### src/rtl/riscv_v_pkg.sv
// Shared types and defaults for the vector pipeline stage controllers.
package riscv_v_pkg;

    localparam int RISCV_V_PIPE_STAGES  = 4;
    localparam int RISCV_V_FLUSH_CYCLES = 2;

    typedef enum logic [0:0] {
        IDLE  = 1'b0,
        FLUSH = 1'b1
    } riscv_v_stage_ctrl_state_e;

endpackage

### src/rtl/riscv_v_stage_ctrl_if.sv
// Handshake, stall/flush request and per-stage strobe bundle of one pipe segment controller.
interface riscv_v_stage_ctrl_if
    import riscv_v_pkg::*;
#(
    parameter int NUM_STAGES = RISCV_V_PIPE_STAGES,
    parameter int IDX_W      = $clog2(NUM_STAGES + 1)
);
    logic                  in_valid;
    logic                  in_ready;
    logic                  out_valid;
    logic                  out_ready;
    logic [NUM_STAGES-1:0] stall_req;
    logic                  flush_req;
    logic [IDX_W-1:0]      flush_stage;
    logic [NUM_STAGES-1:0] stage_en;
    logic [NUM_STAGES-1:0] stage_flush;
    logic [NUM_STAGES-1:0] stage_valid;
    logic                  flush_busy;
    logic [15:0]           stall_cnt;

    modport master (
        output in_valid, out_ready, stall_req, flush_req, flush_stage,
        input  in_ready, out_valid, stage_en, stage_flush, stage_valid, flush_busy, stall_cnt
    );

    modport slave (
        input  in_valid, out_ready, stall_req, flush_req, flush_stage,
        output in_ready, out_valid, stage_en, stage_flush, stage_valid, flush_busy, stall_cnt
    );

endinterface

### src/rtl/riscv_v_stage_hold_chain.sv
// Tail-to-head hold resolution: a stage holds on its own stall, or when it is
// occupied and its successor holds. Empty stages never hold for downstream reasons.
module riscv_v_stage_hold_chain
    import riscv_v_pkg::*;
#(
    parameter int NUM_STAGES = RISCV_V_PIPE_STAGES
) (
    input  logic [NUM_STAGES-1:0] stall_req,
    input  logic [NUM_STAGES-1:0] valid,
    input  logic                  out_ready,
    output logic [NUM_STAGES-1:0] hold
);

    // Resolve hold from the oldest stage toward the youngest.
    always_comb begin
        hold = '0;
        hold[NUM_STAGES-1] = stall_req[NUM_STAGES-1] | (valid[NUM_STAGES-1] & ~out_ready);
        for (int i = NUM_STAGES - 2; i >= 0; i--) begin
            hold[i] = stall_req[i] | (valid[i] & hold[i+1]);
        end
    end

endmodule

### src/rtl/riscv_v_stage_ctrl.sv
// Enable/flush controller for a chain of vector pipeline stages: per-stage valid
// tracking, backpressure resolution and multi-cycle flush sequencing.
module riscv_v_stage_ctrl
    import riscv_v_pkg::*;
#(
    parameter int NUM_STAGES   = RISCV_V_PIPE_STAGES,
    parameter int FLUSH_CYCLES = RISCV_V_FLUSH_CYCLES,
    parameter int IDX_W        = $clog2(NUM_STAGES + 1)
) (
    input  logic                 clk,
    input  logic                 rst,
    riscv_v_stage_ctrl_if.slave  bus
);

    localparam int CNT_W = (FLUSH_CYCLES > 1) ? $clog2(FLUSH_CYCLES) : 1;
    localparam logic [CNT_W-1:0] CNT_RELOAD = CNT_W'(FLUSH_CYCLES - 1);
    localparam logic [IDX_W-1:0] DEPTH_MAX  = IDX_W'(NUM_STAGES);

    riscv_v_stage_ctrl_state_e state_q, state_d;
    logic [CNT_W-1:0]      cnt_q, cnt_d;
    logic [IDX_W-1:0]      depth_q, depth_d;
    logic [NUM_STAGES-1:0] valid_q, valid_d;
    logic [15:0]           stall_cnt_q, stall_cnt_d;

    logic [NUM_STAGES-1:0] hold_s;
    logic [NUM_STAGES-1:0] flush_mask_s;
    logic [NUM_STAGES-1:0] stage_en_s;
    logic [NUM_STAGES-1:0] up_valid_s;
    logic [IDX_W-1:0]      req_depth_s;
    logic [IDX_W-1:0]      eff_depth_s;
    logic                  in_ready_s;
    logic                  accept_s;

    riscv_v_stage_hold_chain #(
        .NUM_STAGES (NUM_STAGES)
    ) u_hold_chain (
        .stall_req (bus.stall_req),
        .valid     (valid_q),
        .out_ready (bus.out_ready),
        .hold      (hold_s)
    );

    // Flush depth for this cycle: a new request merges with any flush in progress.
    always_comb begin
        req_depth_s = '0;
        eff_depth_s = '0;
        if (bus.flush_req && (bus.flush_stage != '0)) begin
            if (bus.flush_stage > DEPTH_MAX) begin
                req_depth_s = DEPTH_MAX;
            end else begin
                req_depth_s = bus.flush_stage;
            end
        end else begin
            req_depth_s = '0;
        end
        if ((state_q == FLUSH) && (depth_q > req_depth_s)) begin
            eff_depth_s = depth_q;
        end else begin
            eff_depth_s = req_depth_s;
        end
        for (int i = 0; i < NUM_STAGES; i++) begin
            flush_mask_s[i] = ~rst & (IDX_W'(i + 1) <= eff_depth_s);
        end
    end

    assign stage_en_s = ~hold_s & ~flush_mask_s & {NUM_STAGES{~rst}};
    assign in_ready_s = ~hold_s[0] & (state_q == IDLE) & ~bus.flush_req & ~rst;
    assign accept_s   = bus.in_valid & in_ready_s;

    // Stage valid advance; a stage whose predecessor did not move loads a bubble.
    always_comb begin
        up_valid_s    = '0;
        up_valid_s[0] = accept_s;
        for (int i = 1; i < NUM_STAGES; i++) begin
            up_valid_s[i] = valid_q[i-1] & stage_en_s[i-1];
        end
        for (int i = 0; i < NUM_STAGES; i++) begin
            if (flush_mask_s[i]) begin
                valid_d[i] = 1'b0;
            end else if (stage_en_s[i]) begin
                valid_d[i] = up_valid_s[i];
            end else begin
                valid_d[i] = valid_q[i];
            end
        end
        if (bus.in_valid && !in_ready_s && (stall_cnt_q != 16'hFFFF)) begin
            stall_cnt_d = stall_cnt_q + 16'd1;
        end else begin
            stall_cnt_d = stall_cnt_q;
        end
    end

    // Flush sequencer: the request cycle flushes too, then FLUSH_CYCLES-1 more cycles.
    always_comb begin
        state_d = state_q;
        cnt_d   = cnt_q;
        depth_d = depth_q;
        case (state_q)
            IDLE: begin
                if ((req_depth_s != '0) && (CNT_RELOAD != '0)) begin
                    state_d = FLUSH;
                    cnt_d   = CNT_RELOAD;
                    depth_d = req_depth_s;
                end else begin
                    state_d = IDLE;
                end
            end
            FLUSH: begin
                if (req_depth_s != '0) begin
                    cnt_d   = CNT_RELOAD;
                    depth_d = eff_depth_s;
                end else if (cnt_q <= CNT_W'(1)) begin
                    state_d = IDLE;
                    cnt_d   = '0;
                    depth_d = '0;
                end else begin
                    cnt_d = cnt_q - CNT_W'(1);
                end
            end
            default: begin
                state_d = IDLE;
                cnt_d   = '0;
                depth_d = '0;
            end
        endcase
    end

    // State registers with synchronous reset.
    always_ff @(posedge clk) begin
        if (rst) begin
            state_q     <= IDLE;
            cnt_q       <= '0;
            depth_q     <= '0;
            valid_q     <= '0;
            stall_cnt_q <= 16'd0;
        end else begin
            state_q     <= state_d;
            cnt_q       <= cnt_d;
            depth_q     <= depth_d;
            valid_q     <= valid_d;
            stall_cnt_q <= stall_cnt_d;
        end
    end

    assign bus.in_ready    = in_ready_s;
    assign bus.out_valid   = valid_q[NUM_STAGES-1];
    assign bus.stage_en    = stage_en_s;
    assign bus.stage_flush = flush_mask_s;
    assign bus.stage_valid = valid_q;
    assign bus.flush_busy  = (state_q == FLUSH);
    assign bus.stall_cnt   = stall_cnt_q;

endmodule

### src/flat_wrapper.sv
// flat-port wrapper written by rule: the top's interface ports become plain ports
module riscv_v_stage_ctrl_flat import riscv_v_pkg::*;
#(
    parameter int NUM_STAGES   = RISCV_V_PIPE_STAGES,
    parameter int FLUSH_CYCLES = RISCV_V_FLUSH_CYCLES,
    parameter int IDX_W        = $clog2(NUM_STAGES + 1)
)
  (clk, rst, bus_in_valid, bus_out_ready, bus_stall_req, bus_flush_req, bus_flush_stage, bus_in_ready, bus_out_valid, bus_stage_en, bus_stage_flush, bus_stage_valid, bus_flush_busy, bus_stall_cnt);
  riscv_v_stage_ctrl_if #(.NUM_STAGES(NUM_STAGES), .IDX_W(IDX_W)) bus_i ();
  input  logic clk;
  input  logic rst;
  input wire logic [$bits(bus_i.in_valid)-1:0] bus_in_valid;
  input wire logic [$bits(bus_i.out_ready)-1:0] bus_out_ready;
  input wire logic [$bits(bus_i.stall_req)-1:0] bus_stall_req;
  input wire logic [$bits(bus_i.flush_req)-1:0] bus_flush_req;
  input wire logic [$bits(bus_i.flush_stage)-1:0] bus_flush_stage;
  output wire logic [$bits(bus_i.in_ready)-1:0] bus_in_ready;
  output wire logic [$bits(bus_i.out_valid)-1:0] bus_out_valid;
  output wire logic [$bits(bus_i.stage_en)-1:0] bus_stage_en;
  output wire logic [$bits(bus_i.stage_flush)-1:0] bus_stage_flush;
  output wire logic [$bits(bus_i.stage_valid)-1:0] bus_stage_valid;
  output wire logic [$bits(bus_i.flush_busy)-1:0] bus_flush_busy;
  output wire logic [$bits(bus_i.stall_cnt)-1:0] bus_stall_cnt;
  assign bus_i.in_valid = bus_in_valid;
  assign bus_i.out_ready = bus_out_ready;
  assign bus_i.stall_req = bus_stall_req;
  assign bus_i.flush_req = bus_flush_req;
  assign bus_i.flush_stage = bus_flush_stage;
  assign bus_in_ready = bus_i.in_ready;
  assign bus_out_valid = bus_i.out_valid;
  assign bus_stage_en = bus_i.stage_en;
  assign bus_stage_flush = bus_i.stage_flush;
  assign bus_stage_valid = bus_i.stage_valid;
  assign bus_flush_busy = bus_i.flush_busy;
  assign bus_stall_cnt = bus_i.stall_cnt;
  riscv_v_stage_ctrl #(.NUM_STAGES(NUM_STAGES), .FLUSH_CYCLES(FLUSH_CYCLES), .IDX_W(IDX_W)) u_core (.clk(clk), .rst(rst), .bus(bus_i));
endmodule
### config.mk
export PLATFORM = sky130hd
export DESIGN_NAME = riscv_v_stage_ctrl_flat
export DESIGN_NICKNAME = d
export VERILOG_FILES = /design/src/rtl/riscv_v_pkg.sv /design/src/rtl/riscv_v_stage_ctrl_if.sv /design/src/rtl/riscv_v_stage_hold_chain.sv /design/src/rtl/riscv_v_stage_ctrl.sv /design/src/flat_wrapper.sv
export SDC_FILE = /design/constraint.sdc
export NUM_CORES = 1
export LEC_CHECK = 0
export ABC_AREA = 1
export CAP_MARGIN = 0
export CORE_ASPECT_RATIO = 0.8
export CORE_MARGIN = 1
export CORE_UTILIZATION = 51
export DETAILED_ROUTE_END_ITERATION = 8
export PLACE_DENSITY = 0.88
export SKIP_CTS_REPAIR_TIMING = 1
export SYNTH_ARGS = -nofsm -noshare
export SYNTH_HDL_FRONTEND = slang
export SYNTH_HIERARCHICAL = 1
export SYNTH_SLANG_ARGS = --single-unit
### constraint.sdc
create_clock -name clk -period 4.4 [get_ports clk]
set_input_delay 0.66 -clock clk [delete_from_list [all_inputs] [get_ports clk]]
set_output_delay 0.66 -clock clk [all_outputs]
set_load 0.02 [all_outputs]
==> summary.txt <==
GRT
  • Most used routing layer: met2
  • Number of global-route vias before repair: 1368
  • Initial antenna violation count: 0
  • First-pass GRT wire length: 6.03 mm
  • GRT overflow: 0
  • Met2 GRT Util: 0.362
  • Total GRT Usage: 0.237
  • Largest net degree at the start of global routing: 16
  • Met1 GRT Util: 0.331
  • Met3 usage: 0.0580

Critical path
  • Crit Path Class: input pin to primary output
  • Critical Path RT: 3.74 ns
  • Critical path data arrival time: 3.22 ns
  • Worst setup EP type: primary output
  • CP startpoint kind: input pin
  • Worst-path fanout max: 6

Timing
  • Final setup fails: 0
  • Min Tclk post-route: 3.88 ns
  • Slew @ Worst Pin: 0.427 ns
  • RSZ-0062 raised after global routing: no
  • Final Cycle Share: 0.882
  • Worst Skew: 0.00439 ns
  • Max_slew headroom: 0.715
  • Final Hold Viols: 0
  • Final Max Tran Viols: 0
  • Setup TNS: 0 ns
  • Fmax: 258 MHz

Clocking
  • Clock sinks: 24
  • Clock latency at the later pin of the worst-skew pair: 0.26 ns
  • H-Tree Depth: 1
  • Worst-path clk slew: 0.08 ns
  • CTS tree: yes
  • Total CTS buffers: 3
  • Max Buffers Root-to-Sink: 2
  • Root buf cell: clkbuf_8

Detailed routing
  • WL per Instance: 11.1 um
  • Pre-antenna DRT Iters: 4
  • Antenna-violating nets left: 0
  • Post-route DRC: 0
  • Initial DRC Count: 114
  • Via density: 5.08
  • DR vias: 1624
  • Routed WL: 3.56 mm

Finish
  • Fill count: 245
  • Post-layout instance area: 2030 um2
  • Layout cell share with drive strength beyond 1: 0.0780
  • Final instance count without filler cells: 320
  • P&R area growth vs syn: 32.9%
  • Final #Nets: 299
  • Final antenna diode count: 0

Placed design
  • # placed instances: 316
  • GP Congestion: 0.851
  • Cell Area, Placed: 1980 um2
  • PortBufs: 42
  • Hpwl dp: 2.74 mm

Floorplanning
  • Initial core utilization: 0.544
  • Number of cell rows: 17
  • # IOs: 43
  • Chip width: 63.2 um
  • Die Span Y: 51.0 um
  • CORE AREA: 2810 um2
  • DIE AREA: 3220 um2

Power
  • P_sw: 127 uW
  • Sequential Power Share: 0.484
  • Max rail drop VDD: 0.283 mV
  • Combinational share of power: 0.202
  • Pwr dens: 230 nW/um2
  • Switching part of the total: 0.272
  • Leak: 0.848 nW
  • Power Internal: 340 uW
  • Clock power share: 0.314

Yosys
  • Syn_nets: 255
  • Simple logic cell fraction of the synthesized area: 0.395
  • Post-synthesis adder-cell area fraction: 0.0328
  • Post-synth top flop: dfxtp_1
  • Synth top area share: 0.314
  • Cells after Synth: 239
  • Netlist Area Pre-Place: 1530 um2
  • Mux contribution to synthesized area: 0
  • Ys async rst share: 0
  • Combinational family with the most area after synthesis: simple AND/OR/NAND/NOR gates
  • Avg Inst Size Synth: 6.39 um2
  • Post-Synth XOR/XNOR Area: 0.0229
  • Yosys reg bits: 24
  • Number of synthesized flops with an enable pin: 0
  • Area contributors post-synth: dfxtp_1 31%, nand2_1 15%, inv_1 9.3%, a21oi_1 6.6%, nor2_1 5.4%
  • Compound-Gate Fraction of Synth Area: 0.120
  • Count of different cell masters after synthesis: 30
  • YS warnings: 6
  • Part of the Yosys area used for sequential elements: 0.314
  • Cell taking the most area after synthesis: dfxtp_1

Min path
  • Hold WC Path Type: register to register

Run
  • Max Cap Viol: 0

Run status
  • Status: complete, no violations
## cell usage after synthesis, drive strengths merged, types with 2 or more instances
master / count
nor4: 3
nor3b: 2
o21ai: 12
inv: 39
ha: 4
nand2: 73
nand3b: 2
buf: 3
nor2: 23
xnor2: 2
nand3: 15
a21oi: 21
dfxtp: 24
xor2: 2
nand4: 5
nor3: 5
## stage by stage
step / hold slack (ns) / total power [mW] / setup WS, ns / utilization
final: 0.478 / 0.467 / 0.518 / 0.723
after global placement: 0.454 / 0.324 / 0.575 / 0.704
after floorplan: 0.444 / 0.287 / 1.68 / -
after global routing: 0.500 / 0.493 / 0.295 / 0.723
after CTS: 0.482 / 0.470 / 0.523 / 0.723
after detailed placement: 0.470 / 0.325 / 0.530 / 0.704
## layer usage
| metal | share of wire | wire, um | up-vias |
|---|---|---|---|
| met5 | 0 | 0 | - |
| met1 | 0.51 | 1820 | 709 |
| li1 | - | - | 856 |
| met3 | 0.062 | 222 | 4 |
| met2 | 0.42 | 1490 | 55 |
| met4 | 0.010 | 36 | 0 |
## cell usage in the layout, fill, tap and decap left out, drive strengths merged, types with 3 or more instances in the layout
| cell | n |
|---|---|
| a21oi | 21 |
| clkbuf | 4 |
| clkdlybuf4s50 | 42 |
| dfxtp | 24 |
| ha | 4 |
| inv | 39 |
| nand2 | 73 |
| nand3 | 15 |
| nand4 | 5 |
| nor2 | 23 |
| nor3 | 5 |
| nor4 | 3 |
| o21ai | 12 |
## kinds of logic after synthesis
family / count (synthesis)
compound gates: 34
xor+xnor: 4
fa+ha+maj: 4
buf+inv: 43
flops: 24
simple gates: 130
## registers in the layout, indices dropped and copies added, names as in the netlist
signal	flops
u_core/bus.stall_cnt	16
u_core/bus.stage_valid	4
u_core/depth_q	3
u_core/bus.flush_busy	1
## power by group through the flow
stage / Sequential, mW / Clock (mW) / Combinational [mW]
2_1_floorplan: 0.233 / 0 / 0.0541
3_3_place_gp: 0.231 / 0 / 0.0927
3_5_place_dp: 0.231 / 0 / 0.0937
6_report: 0.226 / 0.147 / 0.0941
4_1_cts: 0.226 / 0.150 / 0.0941
5_1_grt: 0.227 / 0.163 / 0.104
## path summary, 6_finish.rpt
path	start	to	slack, ns	cells past startpoint
min reg2reg	u_core/depth_q[0]	u_core/depth_q[0]	0.48	2
max reg2reg	u_core/bus.stage_valid[3]	u_core/bus.stall_cnt[14]	2.35	17
max	bus_flush_req	bus_stage_en[0]	0.52	13
min	u_core/depth_q[0]	u_core/depth_q[0]	0.48	2
## cell type report
type                       instances  area (um2)  share of cell area
sequential                        24         480               0.237
inverter                          39         149              0.0733
multi-input combinational        172         871               0.429
timing repair buffer              43         428               0.211
tap                               38        47.5              0.0234
clock buffer                       4        55.1              0.0271
## worst max-delay path: stages
cell	delay, ns
clkdlybuf4s50_1	0.55
nand2_1	0.14
ha_1	0.33
a21oi_1	0.17
nand2_2	0.12
nand2_4	0.10
nand2_1	0.07
nand2_2	0.11
nand2_1	0.08
nor2_1	0.12
nand2_1	0.10
inv_1	0.06
clkdlybuf4s50_1	0.59
Note: power is estimated with default switching activity, not from simulation.
